**config.mk**
```make
export PLATFORM = sky130hd
export DESIGN_NAME = deserializer
export DESIGN_NICKNAME = d
export VERILOG_FILES = /design/src/rtl/deserializer_pkg.sv /design/src/rtl/deserializer_sync_fifo.sv /design/src/rtl/deserializer.sv
export SDC_FILE = /design/constraint.sdc
export NUM_CORES = 1
export LEC_CHECK = 0
export ABC_AREA = 1
export CAP_MARGIN = 20
export CORE_UTILIZATION = 62
export CTS_CLUSTER_DIAMETER = 40
export DETAILED_ROUTE_END_ITERATION = 10
export MAX_ROUTING_LAYER = met4
export PLACE_DENSITY = 0.91
export SLEW_MARGIN = 40
export SYNTH_ARGS = -nofsm -noshare
export SYNTH_HDL_FRONTEND = slang
export SYNTH_HIERARCHICAL = 1
export SYNTH_SLANG_ARGS = --single-unit
```
**constraint.sdc**
```tcl
create_clock -name clk -period 3.7 [get_ports clk]
set_input_delay 0.74 -clock clk [delete_from_list [all_inputs] [get_ports clk]]
set_output_delay 0.74 -clock clk [all_outputs]
set_load 0.01 [all_outputs]
```
**src/rtl/deserializer_pkg.sv**
```systemverilog
// Shared types and sizing helpers for the LSB-first serial receive stage.
package deser_pkg;

  typedef enum logic {
    IDLE = 1'b0,
    RECV = 1'b1
  } deser_state_e;

  // One bit wider than log2 so the counter can represent WIDTH itself.
  function automatic int cnt_width(input int width);
    return $clog2(width) + 1;
  endfunction

endpackage

```
**src/rtl/deserializer_sync_fifo.sv**
```systemverilog
// Small first-word-fall-through FIFO; a push into a full FIFO is accepted
// when a pop happens in the same cycle.
module sync_fifo #(
  parameter int WIDTH = 32,
  parameter int DEPTH = 2
) (
  input  logic             clk,
  input  logic             rst_n,
  input  logic             push,
  input  logic [WIDTH-1:0] push_data,
  input  logic             pop,
  output logic [WIDTH-1:0] rd_data,
  output logic             full,
  output logic             empty
);

  localparam int AW = $clog2(DEPTH);

  logic [AW:0]      wr_ptr_q, wr_ptr_d;
  logic [AW:0]      rd_ptr_q, rd_ptr_d;
  logic [WIDTH-1:0] mem_q [DEPTH];
  logic [WIDTH-1:0] mem_d [DEPTH];
  logic             push_do;
  logic             pop_do;

  // Extra pointer MSB distinguishes full from empty when the indices match.
  assign empty   = (wr_ptr_q == rd_ptr_q);
  assign full    = (wr_ptr_q[AW] != rd_ptr_q[AW]) &&
                   (wr_ptr_q[AW-1:0] == rd_ptr_q[AW-1:0]);
  assign pop_do  = pop & ~empty;
  assign push_do = push & (~full | pop_do);
  assign rd_data = mem_q[rd_ptr_q[AW-1:0]];

  always_comb begin
    wr_ptr_d = wr_ptr_q;
    rd_ptr_d = rd_ptr_q;
    if (push_do) wr_ptr_d = wr_ptr_q + 1'b1;
    if (pop_do)  rd_ptr_d = rd_ptr_q + 1'b1;
  end

  always_ff @(posedge clk or negedge rst_n) begin
    if (!rst_n) begin
      wr_ptr_q <= '0;
      rd_ptr_q <= '0;
    end else begin
      wr_ptr_q <= wr_ptr_d;
      rd_ptr_q <= rd_ptr_d;
    end
  end

  genvar gi;
  generate
    for (gi = 0; gi < DEPTH; gi++) begin : g_entry
      assign mem_d[gi] = (push_do && (wr_ptr_q[AW-1:0] == AW'(gi))) ? push_data : mem_q[gi];

      always_ff @(posedge clk or negedge rst_n) begin
        if (!rst_n) mem_q[gi] <= '0;
        else        mem_q[gi] <= mem_d[gi];
      end
    end
  endgenerate

endmodule

```
**src/rtl/deserializer.sv**
```systemverilog
// Serial-to-parallel receiver: assembles LSB-first words under a bit strobe
// and frame marker, buffering completed words for a valid/ready consumer.
module deserializer
  import deser_pkg::*;
#(
  parameter int WIDTH = 32,
  parameter int DEPTH = 2
) (
  input  logic             clk,
  input  logic             rst_n,
  input  logic             serial_data,
  input  logic             bit_en,
  input  logic             frame_start,
  input  logic             clr_status,
  output logic [WIDTH-1:0] m_data,
  output logic             m_valid,
  input  logic             m_ready,
  output logic             busy,
  output logic             overflow,
  output logic             frame_err
);

  localparam int             CW   = cnt_width(WIDTH);
  localparam logic [CW-1:0]  LAST = CW'(WIDTH - 1);

  deser_state_e     state_q, state_d;
  logic [WIDTH-1:0] shreg_q, shreg_d;
  logic [CW-1:0]    bit_cnt_q, bit_cnt_d;
  logic             overflow_q, overflow_d;
  logic             frame_err_q, frame_err_d;

  logic start_bit;
  logic abort;
  logic complete;
  logic fifo_full;
  logic fifo_empty;
  logic pop;
  logic drop;
  logic push;

  assign start_bit = bit_en & frame_start;

  always_ff @(posedge clk or negedge rst_n) begin
    if (!rst_n) state_q <= IDLE;
    else        state_q <= state_d;
  end

  always_comb begin
    state_d = state_q;
    unique case (state_q)
      IDLE: if (start_bit) state_d = RECV;
      RECV: if (bit_en && !frame_start && bit_cnt_q == LAST) state_d = IDLE;
      default: state_d = IDLE;
    endcase
  end

  // A frame_start inside RECV restarts the word; the current bit becomes bit 0.
  always_comb begin
    shreg_d   = shreg_q;
    bit_cnt_d = bit_cnt_q;
    abort     = 1'b0;
    complete  = 1'b0;
    unique case (state_q)
      IDLE: begin
        if (start_bit) begin
          shreg_d   = {serial_data, {(WIDTH-1){1'b0}}};
          bit_cnt_d = CW'(1);
        end
      end
      RECV: begin
        if (start_bit) begin
          abort     = 1'b1;
          shreg_d   = {serial_data, {(WIDTH-1){1'b0}}};
          bit_cnt_d = CW'(1);
        end else if (bit_en) begin
          shreg_d = {serial_data, shreg_q[WIDTH-1:1]};
          if (bit_cnt_q == LAST) begin
            complete  = 1'b1;
            bit_cnt_d = '0;
          end else begin
            bit_cnt_d = bit_cnt_q + 1'b1;
          end
        end
      end
      default: ;
    endcase
  end

  assign pop  = m_valid & m_ready;
  assign drop = complete & fifo_full & ~pop;
  assign push = complete & ~drop;

  always_comb begin
    overflow_d  = drop | (overflow_q & ~clr_status);
    frame_err_d = abort;
  end

  always_ff @(posedge clk or negedge rst_n) begin
    if (!rst_n) begin
      shreg_q     <= '0;
      bit_cnt_q   <= '0;
      overflow_q  <= 1'b0;
      frame_err_q <= 1'b0;
    end else begin
      shreg_q     <= shreg_d;
      bit_cnt_q   <= bit_cnt_d;
      overflow_q  <= overflow_d;
      frame_err_q <= frame_err_d;
    end
  end

  sync_fifo #(
    .WIDTH (WIDTH),
    .DEPTH (DEPTH)
  ) u_fifo (
    .clk       (clk),
    .rst_n     (rst_n),
    .push      (push),
    .push_data (shreg_d),
    .pop       (pop),
    .rd_data   (m_data),
    .full      (fifo_full),
    .empty     (fifo_empty)
  );

  assign m_valid   = ~fifo_empty;
  assign busy      = (state_q == RECV);
  assign overflow  = overflow_q;
  assign frame_err = frame_err_q;

endmodule

```
==> results of run 1 <==
-- synthesized netlist by cell type, types with 3 or more instances --
library cell / n
buf_8: 3
dfrtp_1: 109
nand2_4: 3
nand2_1: 256
buf_4: 4
nand4_1: 67
o21ai_0: 5
nand3_1: 7
buf_6: 10
inv_1: 45
clkbuf_1: 14
nor2_1: 9
buf_2: 6
buf_1: 4
o22ai_1: 29
-- metal layers --
layer  global-route usage (%)  wire (um)  up-vias
li1                         -          -     1971
met1                     40.5       4890     2002
met2                     44.7       5370      186
met3                     4.60        769       22
met4                     10.2        201        0
met5                        -          0        -
-- where the power goes --
| part | leakage [nW] | internal [W] | switching [W] | total, W |
|---|---|---|---|---|
| clock network | 0.0923 | 0.000312 | 0.000401 | 0.000713 |
| registers | 1.51 | 0.00120 | 0.00000622 | 0.00120 |
| logic | 1.27 | 0.0000203 | 0.0000536 | 0.0000739 |
-- cell type report --
| cell class | count | area, sq um | area share (%) |
|---|---|---|---|
| multi-input cells | 395 | 1880 | 33.5 |
| inverters | 48 | 185 | 3.30 |
| clock inverters | 6 | 63.8 | 1.14 |
| repair buffers | 52 | 505 | 9.00 |
| clock buffers | 10 | 128 | 2.27 |
| well taps | 102 | 128 | 2.27 |
| flip-flops and latches | 109 | 2730 | 48.6 |
-- cell usage in the layout, fill, tap and decap left out, drive strengths merged --
master,count
nand4,67
nand3,10
o21ai,5
ha,1
o21bai,2
clkdlybuf4s50,41
dfrtp,109
a21oi,1
xnor2,1
a22oi,1
clkinvlp,2
buf,11
nand2,261
clkinv,3
o22ai,31
clkbuf,10
inv,48
o211ai,1
bufinv,1
nor2,11
o31ai,1
nand3b,2
-- registers in the layout, indices dropped and copies added (netlist names) --
register and flops:
frame_err 1, overflow 1, shreg_q 32, u_fifo/rd_ptr_q 2, busy 1, u_fifo/wr_ptr_q 2
bit_cnt_q 6, u_fifo/mem_q 64
-- per-stage QoR --
step                cells  util [%]  setup slack, ps  cell area, sq um
floorplan             593         -             1600              5070
CTS                   722      72.0              731              5620
finish                722      72.0              698              5620
global route          722      72.0              593              5620
global placement      706      69.5              793              5430
detailed placement    706      69.5              670              5430
-- logic make-up after synthesis --
kind of cell               share of synthesized area [%]
xor gates and xnor gates                           0.173
AOI/OAI and AO/OA                                   5.40
and+or+nand+nor                                     31.1
DFF                                                 53.8
adders and majority gates                          0.247
buffers and inverters                               9.28
-- critical path: stages (launching register included) --
cell	delay, ps
dfrtp_1	610
inv_4	140
buf_4	370
nand2_1	90
nand2_1	130
clkdlybuf4s50_1	560
-- worst paths after layout --
| check | to | slack [ps] |
|---|---|---|
| worst max-delay path | m_data[0] | 700 |
| max in group asynchronous | shreg_q[27] | 2570 |
| worst min register to register | u_fifo/mem_q[58] | 480 |
| worst max register to register | u_fifo/mem_q[25] | 870 |
| worst min-delay path | u_fifo/mem_q[41] | 400 |
| min in group clk | u_fifo/mem_q[58] | 480 |
==> flow_summary_export.csv, run 1 <==
group,metric,value,unit
status,outcome,"completed",
sta,max-slew-margin-rel,54.1,%
logic_synthesis,yosys_most_used_dff,"dfrtp_1",
floorplanning,io_pins,43,
cts,clk_pin_slew,100,ps
placement,io_buffers,42,
critical_path,worstSetupPathType,"register to output port",
routing,routedWlPerCell,15.6,um
grt,antenna_found_initial,0,
logic_synthesis,synth_cell_type_count,32,
logic_synthesis,syn_avg_cell_area,8.55,sq um
floorplanning,dieArea,8550,sq um
critical_path,crit_start,"u_fifo/rd_ptr_q[0]",
job,drv_cap,0,
sta,fin_crit_sh,81.1,%
logic_synthesis,synth_seq_cells,109,
critical_path,cp_max_fo,33,
routing,drc,0,
sta,drv_slew,0,
logic_synthesis,synth.yosys.warnings,6,
placement,gp_congestion,0.835,
routing,viasPerCell,5.79,
routing,wl,11.2,mm
cts,hold_buffers,0,
routing,ant_nets,0,
cts,cts_buffer_depth,2,
critical_path,cp-start-kind,"register",
sta,rsz0062_at_grt,"no",
routing,first_pass_iters,6,
logic_synthesis,synth-seq-area-share,53.8,%
hold_path,hold_class,"primary input to async pin",
placement,dp_hpwl,6.81,mm
pwr,vdd_drop_max,164,uV
floorplanning,die_x,92.4,um
pwr,p_total,0.00199,W
floorplanning,die_y,92.4,um
critical_path,crit_path_end_kind,"output port",
critical_path,crit_required,2960,ps
pwr,p_per_area,354,nW/um^2
finish,layout-drive-gt1-share,6.94,%
grt,gr-total-overflow,0,
finish,n_antenna_cell,0,
critical_path,r2r-start,"u_fifo/rd_ptr_q[0]",
sta,max_freq,333,MHz
logic_synthesis,synthTopCellsByArea,"dfrtp_1 54%, nand2_1 19%, nand4_1 8.3%",
critical_path,cp_data_arrival_time,2260,ps
sta,timing.hold.ws,398,ps
sta,tightest_slew,689,ps
routing,dr_total_vias,4181,
logic_synthesis,synth_fp_nets,601,
grt,track_usage,29.3,%
cts,clock_latency,370,ps
cts,cts-htree-levels,3,
cts,cts.sinks,109,
logic_synthesis,synth_edf_count,0,
cts,cts_setup_buffers,0,
sta,setup_viol,0,
finish,area_growth,10.8,%
grt,grt_pass1_vias,4021,
cts,cts_resized,0,
cts,cts_buffers,9,
sta,fin_skew,9.27,ps
critical_path,r2r_cells,12,
floorplanning,start_util,65.0,%
floorplanning,fp-row-count,32,
grt,grt_max_degree,67,
sta,setup-tns-final,0,ps
finish,nFillCells,564,
floorplanning,core,7810,sq um
sta,period_minus_slack,3000,ps
routing,drt-initial-drc-count,374,
pwr,leakage,2.87,nW
logic_synthesis,syn_inst,593,
logic_synthesis,synth_top_cell_by_area,"dfrtp_1",
logic_synthesis,synth_area,5070,sq um
cts,tritoncts,"built",
sta,hold_viol_final,0,
logic_synthesis,async_flop_share,100,%
cts,cts_root_buffer,"clkbuf_8",
grt,grt_first_pass_wirelength,19.0,mm
logic_synthesis,synth_top_area_share,53.8,%
finish,final_nets,623,
(Power assumes the default switching activity.)
==> run 2, diff against run 1 <==
--- a/config.mk
+++ b/config.mk
@@ -7,11 +7,11 @@
 export LEC_CHECK = 0
 export ABC_AREA = 1
 export CAP_MARGIN = 20
-export CORE_UTILIZATION = 62
+export CORE_UTILIZATION = 52
 export CTS_CLUSTER_DIAMETER = 40
 export DETAILED_ROUTE_END_ITERATION = 10
 export MAX_ROUTING_LAYER = met4
-export PLACE_DENSITY = 0.91
+export PLACE_DENSITY = 0.82
 export SLEW_MARGIN = 40
 export SYNTH_ARGS = -nofsm -noshare
 export SYNTH_HDL_FRONTEND = slang
==> constraint.sdc (replaced) <==
create_clock -name clk -period 2.53 [get_ports clk]
set_input_delay 0.506 -clock clk [delete_from_list [all_inputs] [get_ports clk]]
set_output_delay 0.506 -clock clk [all_outputs]
set_load 0.01 [all_outputs]
==> run 2 against run 1 <==
  * Global-route usage is 4.8 points lower
  * Cell count is 4.6% higher
  * Hold slack better by 54 ps
  * Non-clock buffer count is 6 higher
  * Total power is 49% higher
  * Utilization is 10 points lower
  * Sequential power is 47% higher
  * Register-to-register slack worse by 640 ps
  * Critical path depth stayed put
  * Setup slack worse by 610 ps
  * Highest routed layer unchanged
==> flow_summary_export.csv, run 2 (synthesized netlist as in run 1, its figures left out) <==
group,metric,value,unit
finish,final_nets,629,
sta,period_minus_slack,2450,ps
routing,routedWlPerCell,14.5,um
placement,gp_congestion,0.809,
critical_path,r2r_cells,12,
routing,wl,11.0,mm
floorplanning,core,9330,sq um
floorplanning,io_pins,43,
pwr,vdd_drop_max,297,uV
critical_path,r2r-end,"u_fifo/wr_ptr_q[0]",
critical_path,slowest_stage,"clkdlybuf4s50_1",
placement,pre_cts_ws,112,ps
placement,io_buffers,42,
routing,first_pass_iters,5,
cts,clock_latency,380,ps
pwr,p_per_area,517,nW/um^2
pwr,power.internal,0.00226,W
pwr,clkPwrFrac,36.8,%
sta,max-slew-margin-rel,61.0,%
cts,cts.sinks,109,
sta,fin_crit_sh,96.7,%
grt,grt_pass1_vias,4053,
pwr,seq_power_share,59.4,%
finish,final_cell_area,5740,sq um
routing,drt-initial-drc-count,357,
critical_path,crit_path_end_kind,"output port",
finish,final_cell_mix,"256 x nand2_1, 108 x dfrtp_1, 67 x nand4_1",
finish,multiInputGateArea,1880,sq um
critical_path,cp_max_fo,24,
floorplanning,fp-row-count,35,
critical_path,path_cells,"inv_8 -> buf_4 -> nand2_1 -> nand2_1 -> clkdlybuf4s50_1",
critical_path,critPathTopFamily,"buffers and inverters",
pwr,combPwrFrac,3.8,%
grt,gr-total-overflow,0,
routing,drc,0,
placement,dp_hpwl,6.92,mm
finish,n_antenna_cell,0,
cts,cts-htree-levels,3,
grt,track_usage,24.5,%
cts,cts_setup_buffers,0,
cts,clk_pin_slew,110,ps
critical_path,crit_required,2020,ps
critical_path,r2r-start,"u_fifo/rd_ptr_q[0]",
finish,nFillCells,782,
sta,setup_viol,0,
hold_path,hold_class,"primary input to async pin",
cts,cts_buffers,9,
routing,dr_total_vias,4176,
grt,grt_max_degree,109,
floorplanning,dieArea,10200,sq um
pwr,p_sw,0.000709,W
floorplanning,die_y,101,um
pwr,leakage,2.92,nW
pwr,p_total,0.00297,W
finish,largest_reg_flops,64,
finish,area_growth,13.1,%
critical_path,cp-start-kind,"register",
routing,ant_nets,0,
sta,fin_skew,9.37,ps
sta,max_freq,409,MHz
finish,regArea,2730,sq um
critical_path,slowest_delay,530,ps
cts,cts_buffer_depth,2,
status,outcome,"completed",
finish,largest-register,"u_fifo/mem_q",
sta,timing.hold.ws,452,ps
sta,finalWorstSetupSlack,83.5,ps
critical_path,worstSetupPathType,"register to output port",
cts,tritoncts,"built",
finish,layout_commonest_cell,"nand2_1",
sta,drv_slew,0,
routing,viasPerCell,5.53,
floorplanning,start_util,54.4,%
placement,dpl-instance-area,5510,sq um
pwr,switching_share,23.9,%
critical_path,worst-path-buf-inv,3,
sta,tightest_slew,585,ps
grt,grt_first_pass_wirelength,19.0,mm
critical_path,cp_data_arrival_time,1940,ps
job,drv_cap,0,
cts,cts_root_buffer,"clkbuf_8",
sta,hold_viol_final,0,
sta,rsz0062_at_grt,"yes",
finish,fin_util,61.5,%
critical_path,cp_common_cell,"nand2_1",
finish,top_regs,"u_fifo/mem_q: 64 flops, shreg_q: 32 flops, bit_cnt_q: 6 flops",
critical_path,rrSetupSlack,230,ps
finish,layout-drive-gt1-share,7.99,%
grt,antenna_found_initial,0,
floorplanning,die_x,101,um
run 2: worst max-delay path by stage:
stage | startpoint | to | slack, ps | depth (start not counted)
6_report | u_fifo/rd_ptr_q[0] | m_data[22] | 80 | 5
3_5_place_dp | u_fifo/rd_ptr_q[0] | u_fifo/mem_q[26] | 110 | 11
3_3_place_gp | u_fifo/rd_ptr_q[0] | u_fifo/mem_q[56] | 170 | 11
4_1_cts | u_fifo/rd_ptr_q[0] | m_data[22] | 40 | 5
2_1_floorplan | u_fifo/rd_ptr_q[0] | u_fifo/mem_q[33] | 450 | 12
5_1_grt | u_fifo/rd_ptr_q[0] | m_valid | -30 | 7
run 2: power groups by stage:
stage               registers (W)  clock network, W  logic (W)
floorplan                 0.00179                 0  0.0000633
global placement          0.00179                 0   0.000108
detailed placement        0.00180                 0   0.000112
CTS                       0.00176           0.00112   0.000114
global route              0.00176           0.00117   0.000127
finish                    0.00176           0.00109   0.000112
run 2: through the flow:
stage	TNS [ps]	std cells
3_5_place_dp	0	738
2_1_floorplan	0	593
4_1_cts	0	755
3_3_place_gp	0	738
6_report	0	755
5_1_grt	-28.6	755
run 2: final cells by class:
class                   count  share of cell area (%)
well taps                 129                    2.81
inverters                  48                    3.32
clock buffers               9                    2.16
repair buffers             58                    9.92
multi-input cells         395                    32.8
flip-flops and latches    109                    47.6
clock inverters             7                    1.44
run 2: layer usage:
metal / routed length, um / vias to the layer above / part of all wire (%) / GRT usage [%]
met5: 0 / - / 0 / -
met4: 151 / 0 / 1.4 / 8.14
met3: 603 / 18 / 5.5 / 3.54
met2: 5400 / 117 / 49 / 39.8
met1: 4790 / 2039 / 44 / 32.0
li1: - / 2002 / - / -
run 2: what timing repair did:
action                                  4_1_cts  5_1_grt
pin swaps                                     0        0
cloned                                        0        0
endpoints found under the setup margin       12       14
gates resized for setup                       2        2
hold buffers                                  1        0
hold endpoints to repair                      1        0
==> run 3, diff against run 2 <==
--- a/config.mk
+++ b/config.mk
@@ -11,7 +11,7 @@
 export CTS_CLUSTER_DIAMETER = 40
 export DETAILED_ROUTE_END_ITERATION = 10
 export MAX_ROUTING_LAYER = met4
-export PLACE_DENSITY = 0.82
+export PLACE_DENSITY = 0.73
 export SLEW_MARGIN = 40
 export SYNTH_ARGS = -nofsm -noshare
 export SYNTH_HDL_FRONTEND = slang
==> run 3 against run 2 <==
  * Hold slack got worse by 370 ps
  * Wire length rose by 0.27%
  * Clock skew fell by 1.4 ps
  * Maximum frequency rose by 0.87%
  * Total power rose by 1.5%
  * Sequential power barely moved
  * Non-clock buffer count did not move
  * Clock power rose by 5%
  * Clock-buffer cell count did not move
  * Global-route usage rose by 0.48 points
  * Sequential share of layout area fell by 0.15 points
  * First-iteration DRC count fell by 12%
  * Critical path type unchanged
  * Largest power group unchanged
  * Highest routed layer unchanged
==> flow_summary_export.csv, run 3 (synthesized netlist as in run 1, its figures left out) <==
group,metric,value,unit
critical_path,cp_max_fo,7,
grt,grtUsageMet2,39.4,%
routing,wl,11.0,mm
critical_path,rrSetupSlack,390,ps
finish,n_antenna_cell,0,
cts,cts_setup_buffers,0,
pwr,p_per_area,523,nW/um^2
cts,clk_pin_slew,100,ps
status,outcome,"completed",
cts,cts_buffer_depth,2,
critical_path,critPathTopFamily,"buffers and inverters",
cts,cts.sinks,109,
floorplanning,core,9330,sq um
grt,grt_max_degree,52,
pwr,leakage,2.93,nW
routing,dr_total_vias,4040,
placement,io_buffers,42,
hold_path,hold_class,"primary input to async pin",
sta,period_minus_slack,2430,ps
routing,viasPerCell,5.37,
sta,fin_skew,7.95,ps
pwr,p_sw,0.000672,W
finish,final_cell_area,5750,sq um
floorplanning,start_util,54.4,%
finish,final_cell_mix,"256 x nand2_1, 109 x dfrtp_1, 67 x nand4_1",
critical_path,worst-path-buf-inv,4,
finish,layout-drive-gt1-share,7.69,%
cts,cts_resized,0,
placement,dp_hpwl,7.07,mm
routing,drt-initial-drc-count,314,
sta,setup_viol,0,
sta,max_freq,412,MHz
finish,largest-register,"u_fifo/mem_q",
grt,gr-usage-met3,2.77,%
pwr,switching_share,22.3,%
finish,layout_commonest_cell,"nand2_1",
cts,clock_latency,360,ps
placement,gp_congestion,0.904,
pwr,clkPwrFrac,37.8,%
grt,grt-busiest-layer,"met2",
sta,tightest_slew,451,ps
finish,final_nets,629,
floorplanning,dieArea,10200,sq um
cts,tritoncts,"built",
sta,hold_viol_final,0,
cts,cts-htree-levels,3,
critical_path,crit_required,2020,ps
pwr,vdd_drop_max,291,uV
sta,setup-tns-final,0,ps
grt,gr-total-overflow,0,
grt,track_usage,25.0,%
cts,hold_buffers,0,
floorplanning,die_y,101,um
floorplanning,io_pins,43,
floorplanning,die_x,101,um
finish,largest_reg_flops,64,
finish,area_growth,13.4,%
job,drv_cap,0,
cts,cts_buffers,9,
routing,drc,0,
grt,grt_pass1_vias,3938,
routing,first_pass_iters,5,
sta,fin_crit_sh,95.9,%
critical_path,crit_path_end_kind,"output port",
critical_path,cp_data_arrival_time,1920,ps
grt,antenna_found_initial,0,
critical_path,worstSetupPathType,"register to output port",
critical_path,path_cells,"buf_4 -> nand2_1 -> nand2_2 -> nand2_1 -> inv_1 -> inv_1 -> clkdlybuf4s50_1",
routing,ant_nets,0,
cts,cts_root_buffer,"clkbuf_8",
pwr,power.internal,0.00234,W
pwr,seq_power_share,58.5,%
pwr,combPwrFrac,3.7,%
grt,grt_use_met1,34.4,%
grt,grt_first_pass_wirelength,19.0,mm
finish,top_regs,"u_fifo/mem_q: 64 flops, shreg_q: 32 flops, bit_cnt_q: 6 flops",
critical_path,slowest_stage,"clkdlybuf4s50_1",
sta,drv_slew,0,
floorplanning,fp-row-count,35,
placement,dpl-instance-area,5540,sq um
critical_path,cp-start-kind,"register",
critical_path,slowest_delay,520,ps
sta,rsz0062_at_grt,"no",
routing,routedWlPerCell,14.6,um
sta,max-slew-margin-rel,69.9,%
==> run 3: through the flow <==
step                hold WS, ps  utilization [%]  instances  total power (W)  setup slack (ps)
floorplan                   210                -        593          0.00186               449
global placement            454             59.4        739          0.00191               340
detailed placement          459             59.4        739          0.00191               255
CTS                        96.3             61.7        753          0.00303               108
global route               95.5             61.7        753          0.00312              12.8
finish                     84.9             61.7        753          0.00301               105
==> run 3: area by class of cell <==
class	instances	area, sq um
inverters	48	185
fillers	791	3580
clock buffers	9	124
repair buffers	58	588
clock inverters	5	85.1
well taps	129	161
multi-input cells	395	1880
flip-flops and latches	109	2730
==> run 3: final timing paths <==
path	start	to	cells after the start
setup / recovery	u_fifo/rd_ptr_q[0]	m_valid	7
hold / removal	rst_n	shreg_q[1]	1
setup reg to reg	u_fifo/rd_ptr_q[0]	u_fifo/mem_q[6]	12
hold reg to reg	u_fifo/mem_q[41]	u_fifo/mem_q[41]	2
max in group asynchronous	rst_n	shreg_q[10]	2
min in group clk	u_fifo/mem_q[41]	u_fifo/mem_q[41]	2
==> run 3: per-layer routing <==
metal  vias up  wire, um
met3         8       427
met1      1947      5280
met2        92      5170
met4         0       112
met5         -         0
li1       1993         -
==> run 3: power groups by stage <==
stage | registers, W | clock network, W | logic, W
6_report | 0.00176 | 0.00114 | 0.000112
5_1_grt | 0.00176 | 0.00123 | 0.000127
4_1_cts | 0.00176 | 0.00116 | 0.000114
3_5_place_dp | 0.00179 | 0 | 0.000114
3_3_place_gp | 0.00179 | 0 | 0.000110
2_1_floorplan | 0.00179 | 0 | 0.0000633
